## config.mk

```make
export PLATFORM = sky130hd
export DESIGN_NAME = sample_cal
export DESIGN_NICKNAME = d
export VERILOG_FILES = /design/src/rtl/sample_cal_pkg.sv /design/src/rtl/sample_cal_sat_shift.sv /design/src/rtl/sample_cal.sv
export SDC_FILE = /design/constraint.sdc
export NUM_CORES = 2
export LEC_CHECK = 0
export BUFFER_PORTS_ARGS = -buffer_cell sky130_fd_sc_hd__buf_2
export CAP_MARGIN = 40
export CORE_MARGIN = 2
export CORE_UTILIZATION = 35
export CTS_CLUSTER_SIZE = 25
export DETAILED_ROUTE_END_ITERATION = 7
export HOLD_SLACK_MARGIN = 0.12
export PLACE_DENSITY = 0.61
export RECOVER_POWER = 50
export SKIP_LAST_GASP = 1
export SLEW_MARGIN = 20
export SYNTH_ARGS = -nofsm -noshare
export SYNTH_HDL_FRONTEND = slang
export SYNTH_HIERARCHICAL = 1
export SYNTH_SLANG_ARGS = --single-unit
```

## constraint.sdc

```tcl
create_clock -name clk -period 18.2 [get_ports clk]
set_input_delay 3.64 -clock clk [delete_from_list [all_inputs] [get_ports clk]]
set_output_delay 3.64 -clock clk [all_outputs]
set_load 0.005 [all_outputs]
```

## src/rtl/sample_cal_pkg.sv

```systemverilog
// Shared definitions for the sample_cal calibration stage: FSM states,
// coefficient defaults, config select codes and saturation bounds.
package sample_cal_pkg;

  typedef enum logic [1:0] {
    IDLE = 2'd0,
    DIFF = 2'd1,
    MUL  = 2'd2,
    DONE = 2'd3
  } state_t;

  localparam logic [15:0] GAIN_UNITY     = 16'h4000;
  localparam logic        CFG_SEL_OFFSET = 1'b0;
  localparam logic        CFG_SEL_GAIN   = 1'b1;

  // Largest value representable in a w-bit two's complement word.
  function automatic longint sat_max(input int w);
    return (64'sd1 <<< (w - 32'sd1)) - 64'sd1;
  endfunction

  // Smallest value representable in a w-bit two's complement word.
  function automatic longint sat_min(input int w);
    return -(64'sd1 <<< (w - 32'sd1));
  endfunction

endpackage

```

## src/rtl/sample_cal_sat_shift.sv

```systemverilog
// sat_shift: combinational arithmetic right shift (floor toward -inf)
// followed by saturation to an OUT_W-bit signed range. The clip output
// flags that the result was clamped. Reusable for later gain stages.
module sat_shift
  import sample_cal_pkg::*;
#(
  parameter int IN_W  = 33,
  parameter int OUT_W = 16,
  parameter int SHIFT = 14
) (
  input  logic signed [IN_W-1:0]  din,
  output logic signed [OUT_W-1:0] dout,
  output logic                    clip
);

  localparam logic signed [IN_W-1:0] MAX_V = IN_W'(sat_max(OUT_W));
  localparam logic signed [IN_W-1:0] MIN_V = IN_W'(sat_min(OUT_W));

  logic signed [IN_W-1:0] shifted_s;

  // Shift, then clamp into the output range and report clamping.
  always_comb begin
    shifted_s = din >>> SHIFT;
    if (shifted_s > MAX_V) begin
      dout = MAX_V[OUT_W-1:0];
      clip = 1'b1;
    end else if (shifted_s < MIN_V) begin
      dout = MIN_V[OUT_W-1:0];
      clip = 1'b1;
    end else begin
      dout = shifted_s[OUT_W-1:0];
      clip = 1'b0;
    end
  end

endmodule

```

## src/rtl/sample_cal.sv

```systemverilog
// sample_cal: per-channel ADC calibration, out = sat((in - offset) * gain
// >>> GAIN_FRAC), one shared multiplier stepped across channels.
// Optional macro SAMPLE_CAL_CLIP_FLAG_EN adds sticky per-channel clip flags
// (clip output) with a clear input (clip_clr).
module sample_cal
  import sample_cal_pkg::*;
#(
  parameter int W         = 16,
  parameter int N_CH      = 4,
  parameter int GAIN_FRAC = 14
) (
  input  logic              clk,
  input  logic              rst,
  input  logic              in_valid,
  output logic              in_ready,
  input  logic [N_CH*W-1:0] in_sample,
  output logic              out_valid,
  output logic [N_CH*W-1:0] out_sample,
  input  logic              cfg_we,
  input  logic [2:0]        cfg_addr,
  input  logic [15:0]       cfg_data,
  output logic              overrun
`ifdef SAMPLE_CAL_CLIP_FLAG_EN
  ,
  output logic [N_CH-1:0]   clip,
  input  logic              clip_clr
`endif
);

  localparam int CH_W = (N_CH > 1) ? $clog2(N_CH) : 1;

  state_t                 state_r, next_state_s;
  logic [CH_W-1:0]        ch_r;
  logic                   last_ch_s;
  logic signed [W-1:0]    in_lat_r   [N_CH];
  logic signed [W-1:0]    out_r      [N_CH];
  logic signed [15:0]     off_sh_r   [N_CH];
  logic signed [15:0]     gain_sh_r  [N_CH];
  logic signed [15:0]     off_act_r  [N_CH];
  logic signed [15:0]     gain_act_r [N_CH];
  logic signed [W:0]      d_r;
  logic signed [W+16:0]   prod_s;
  logic signed [W-1:0]    sat_s;
  logic                   sat_clip_s;
  logic                   in_ready_r, out_valid_r, overrun_r;

  assign last_ch_s = (ch_r == CH_W'(N_CH - 1));
  assign prod_s    = (W+17)'(d_r) * (W+17)'(gain_act_r[ch_r]);

  sat_shift #(
    .IN_W (W + 17),
    .OUT_W(W),
    .SHIFT(GAIN_FRAC)
  ) u_sat_shift (
    .din (prod_s),
    .dout(sat_s),
    .clip(sat_clip_s)
  );

  // FSM state register.
  always_ff @(posedge clk or posedge rst) begin
    if (rst) state_r <= IDLE;
    else     state_r <= next_state_s;
  end

  // FSM next-state logic: one DIFF/MUL pair per channel, then DONE.
  always_comb begin
    next_state_s = state_r;
    case (state_r)
      IDLE: begin
        if (in_valid) next_state_s = DIFF;
        else          next_state_s = IDLE;
      end
      DIFF: next_state_s = MUL;
      MUL: begin
        if (last_ch_s) next_state_s = DONE;
        else           next_state_s = DIFF;
      end
      DONE:    next_state_s = IDLE;
      default: next_state_s = IDLE;
    endcase
  end

  // Shadow coefficient bank: config writes land here at any time.
  always_ff @(posedge clk or posedge rst) begin
    if (rst) begin
      for (int c = 0; c < N_CH; c++) begin
        off_sh_r[c]  <= 16'sh0000;
        gain_sh_r[c] <= GAIN_UNITY;
      end
    end else begin
      for (int c = 0; c < N_CH; c++) begin
        if (cfg_we && (cfg_addr[2:1] == 2'(c))) begin
          if (cfg_addr[0] == CFG_SEL_GAIN) gain_sh_r[c] <= cfg_data;
          else                              off_sh_r[c]  <= cfg_data;
        end
      end
    end
  end

  // Datapath: latch frame and active coefficients on accept, then compute
  // the difference and the saturated product one channel at a time.
  always_ff @(posedge clk or posedge rst) begin
    if (rst) begin
      ch_r <= {CH_W{1'b0}};
      d_r  <= {(W+1){1'b0}};
      for (int c = 0; c < N_CH; c++) begin
        in_lat_r[c]   <= {W{1'b0}};
        out_r[c]      <= {W{1'b0}};
        off_act_r[c]  <= 16'sh0000;
        gain_act_r[c] <= GAIN_UNITY;
      end
    end else begin
      case (state_r)
        IDLE: begin
          if (in_valid) begin
            ch_r <= {CH_W{1'b0}};
            for (int c = 0; c < N_CH; c++) begin
              in_lat_r[c]   <= in_sample[c*W +: W];
              off_act_r[c]  <= off_sh_r[c];
              gain_act_r[c] <= gain_sh_r[c];
            end
          end
        end
        DIFF: d_r <= (W+1)'(in_lat_r[ch_r]) - (W+1)'(off_act_r[ch_r]);
        MUL: begin
          out_r[ch_r] <= sat_s;
          if (!last_ch_s) ch_r <= ch_r + CH_W'(1);
        end
        default: ch_r <= ch_r;
      endcase
    end
  end

  // Registered handshake/status: ready in IDLE, valid pulse in DONE,
  // sticky overrun when a frame arrives outside IDLE.
  always_ff @(posedge clk or posedge rst) begin
    if (rst) begin
      in_ready_r  <= 1'b1;
      out_valid_r <= 1'b0;
      overrun_r   <= 1'b0;
    end else begin
      in_ready_r  <= (next_state_s == IDLE);
      out_valid_r <= (next_state_s == DONE);
      if (in_valid && (state_r != IDLE)) overrun_r <= 1'b1;
    end
  end

  // Pack the per-channel result registers onto the output bus.
  always_comb begin
    out_sample = {(N_CH*W){1'b0}};
    for (int c = 0; c < N_CH; c++) out_sample[c*W +: W] = out_r[c];
  end

  assign in_ready  = in_ready_r;
  assign out_valid = out_valid_r;
  assign overrun   = overrun_r;

`ifdef SAMPLE_CAL_CLIP_FLAG_EN
  logic [N_CH-1:0] clip_r;

  // Sticky per-channel clip flags; a new saturation wins over a clear.
  always_ff @(posedge clk or posedge rst) begin
    if (rst) begin
      clip_r <= {N_CH{1'b0}};
    end else begin
      for (int c = 0; c < N_CH; c++) begin
        if ((state_r == MUL) && sat_clip_s && (ch_r == CH_W'(c))) clip_r[c] <= 1'b1;
        else if (clip_clr)                                         clip_r[c] <= 1'b0;
        else                                                       clip_r[c] <= clip_r[c];
      end
    end
  end

  assign clip = clip_r;
`else
  logic clip_unused_s;
  assign clip_unused_s = sat_clip_s;
`endif

endmodule
```

==> impl_summary.md <==
Die
The width of the die is 285 um. The number of rows created at floorplan is 103. In this run the count of I/O pins placed on the die edge is 154.

The starting density of the core is 35.2%. The region available for standard cell placement spans 0.0785 mm2. The height of the die is 285 um. The overall die area is 0.0812 mm2.

Drt
The number of search-and-repair iterations in the first detailed-routing pass is 5. The routed design has 61700 um of wire. The number of vias in the routed layout is 16900.

The number of nets with antenna violations after detailed routing is 0. Dividing the detail-routed wire length by the instance count gives 17.8 um. The initial detailed-routing violation count is 690. Dividing the detail-routed via count by the number of cells gives 4.88. The number of design rule violations left after detail routing is 0.

Worst hold path
The cell count of the worst hold path is 1. The worst hold path begins at overrun. The tightest min-delay check is of the register to register type. The sink of the worst hold path is overrun.

Global routing
After global routing the overflow that remains totals 0. The first global-routing pass estimated 103000 um of wire. The initial antenna violation count is 4. The pin count of the biggest net entering global routing is 183. The global-route usage over all layers is 15.7%.

The via count of the first global-routing pass is 19000.

CTS
After clock tree synthesis, the repair step resized 0 gates. The clock-pin slew reported for the worst setup and hold paths after clock tree synthesis is 60 ps. Once the clock tree was built, the setup fixing pass inserted 0 buffers.

The clock tree synthesis step divided the H-tree into 2 levels. The worst-skew pair later-pin latency is 600 ps. The clock passes through at most 3 buffers. TritonCTS built the clock tree. For this design, the sink count on the clock tree is 408. The post-cts hold buffer count is 0. The clock root buffer is clkbuf_16. The number of buffers created by CTS is 43.

Timing
The shortest period the worst path allows is 11530 ps. The share of the clock period used by the worst path after layout is 63.4%. In the post-route analysis, the smallest setup slack over all paths is 6670 ps. The worst max-slew margin expressed relative to the limit is -270%. The final-report hold violation count is 0.

Based on the critical path, the design can be clocked at up to 86.7 MHz. The max-slew violation total from the final report is 301. Setup violations remaining at the end of the flow were counted as 0. Setup total negative slack on the finished layout was measured at 0 ps. The clock skew is 43.6 ps. For the pin with the worst max-slew slack, the measured transition is 5550 ps. Setup repair after global routing left no endpoint under its margin.

Cells and area
The post-synthesis to final-layout area growth is 12.3%. The multi-input gate area in the final layout is 0.0157 mm2. The net total in the final layout is 2854. The register area is 0.0102 mm2. The number of fill cells is 7403. The post-route netlist has 29.1% of its cells at a drive strength greater than 1.

Worst setup path
The critical path goes through buf_2 -> clkinvlp_2 -> clkbuf_1 -> clkbuf_1 -> clkbuf_1. For this run, the slowest stage of the critical path takes 3920 ps. The maximum fanout along the worst path is 105. The endpoint kind of the worst setup timing path is an asynchronous set/reset pin. The critical path class is input pin to asynchronous set/reset pin. The slowest stage of the critical path is the clkbuf_1 cell. The destination of the worst register-to-register timing path is out_sample[18].

The origin of the critical flop-to-flop path is ch_r[0]. Counting cells, the worst reg-to-reg path comes to 24. Data arrives at the worst endpoint at 11360 ps. For flop-to-flop paths, the worst setup slack is 6770 ps. STA classifies the critical path startpoint as an input pin. The most numerous cell type found on the critical path is clkbuf_1.

At the worst endpoint, the required time is 18020 ps.

Logic synthesis
The total nets after synthesis is 2720. In this run the mean area of a mapped cell was 12.3 um2. In this run the cell area of the synthesized design comes to 0.0276 mm2. The count of synthesis-stage warnings from yosys is 6. In the synthesized netlist, the number of instances is 2252.

Placement
The detailed-placement wirelength estimate is 46400 um. The number of port buffers is 153. The congestion estimate from routability-driven global placement came to 0.787. Timing analysis after detailed placement gives a worst setup slack of 8960 ps.

Flow run
The number of max-cap violations is 6.

Status
The final reports fail on capacitance limit, slew limit. The run finished, with violations left.
==> sequential cells by signal, indices dropped and copies added, names as in the netlist <==
signal	count
overrun	1
d_r	17
gain_act_r	64
in_lat_r	64
state_r	2
off_sh_r	64
gain_sh_r	64
out_sample	64
off_act_r	64
out_valid	1
ch_r	2
in_ready	1
==> worst max-delay path by stage <==
stage,endpoint,start,slack (ps)
finish,ch_r[1],rst,6670
global route,ch_r[1],rst,4880
CTS,out_sample[18],ch_r[0],8910
detailed placement,out_sample[18],ch_r[0],8960
global placement,out_sample[62],ch_r[0],9120
floorplan,ch_r[0],rst,3220
==> critical path, delay by kind of cell <==
kind,cells,cell delay (ps)
buffers and inverters,5,7530
==> per-stage QoR <==
step | utilization (%) | instance area [um2] | std cells | hold slack [ps]
3_5_place_dp | 37.8 | 29700 | 3389 | 461
2_1_floorplan | - | 27600 | 2252 | 459
5_1_grt | 39.5 | 31000 | 3469 | 493
6_report | 39.5 | 31000 | 3470 | 462
3_3_place_gp | 37.6 | 29500 | 3380 | 462
4_1_cts | 39.7 | 31200 | 3466 | 478
==> per-layer routing <==
layer | track usage (%) | wire (um) | up-vias
li1 | - | - | 7623
met1 | 20.0 | 26500 | 8890
met2 | 27.5 | 31100 | 318
met3 | 2.15 | 2260 | 97
met4 | 4.97 | 1830 | 6
met5 | 0 | 39 | -
==> cell type report <==
type                       instances  area share, %
clock buffer                      55           3.84
antenna                            2         0.0161
clock inverter                    22          0.944
multi-input combinational       1411           50.6
sequential                       408           33.0
tap                             1050           4.24
timing repair buffer             185           3.36
inverter                         337           4.09
==> layout by cell type (no fill, tap or decap), types with 8 or more instances in the layout <==
| cell | n |
|---|---|
| nand2_1 | 161 |
| o21ai_0 | 29 |
| xor2_1 | 14 |
| nor4_1 | 15 |
| a21oi_1 | 25 |
| nand3_1 | 9 |
| nor3_1 | 28 |
| and2_1 | 131 |
| mux2_2 | 385 |
| ha_1 | 104 |
| mux4_2 | 47 |
| nor2_1 | 42 |
| buf_2 | 150 |
| dfstp_2 | 9 |
| a21boi_0 | 16 |
| fa_1 | 277 |
| dfrtp_1 | 398 |
| xnor2_1 | 22 |
| clkinv_2 | 8 |
| inv_1 | 335 |
| nand2b_1 | 11 |
| clkbuf_1 | 25 |
| clkbuf_16 | 43 |
Power is not shown: default switching activity piles up to over one toggle a cycle in this logic, so the estimate is an artifact.
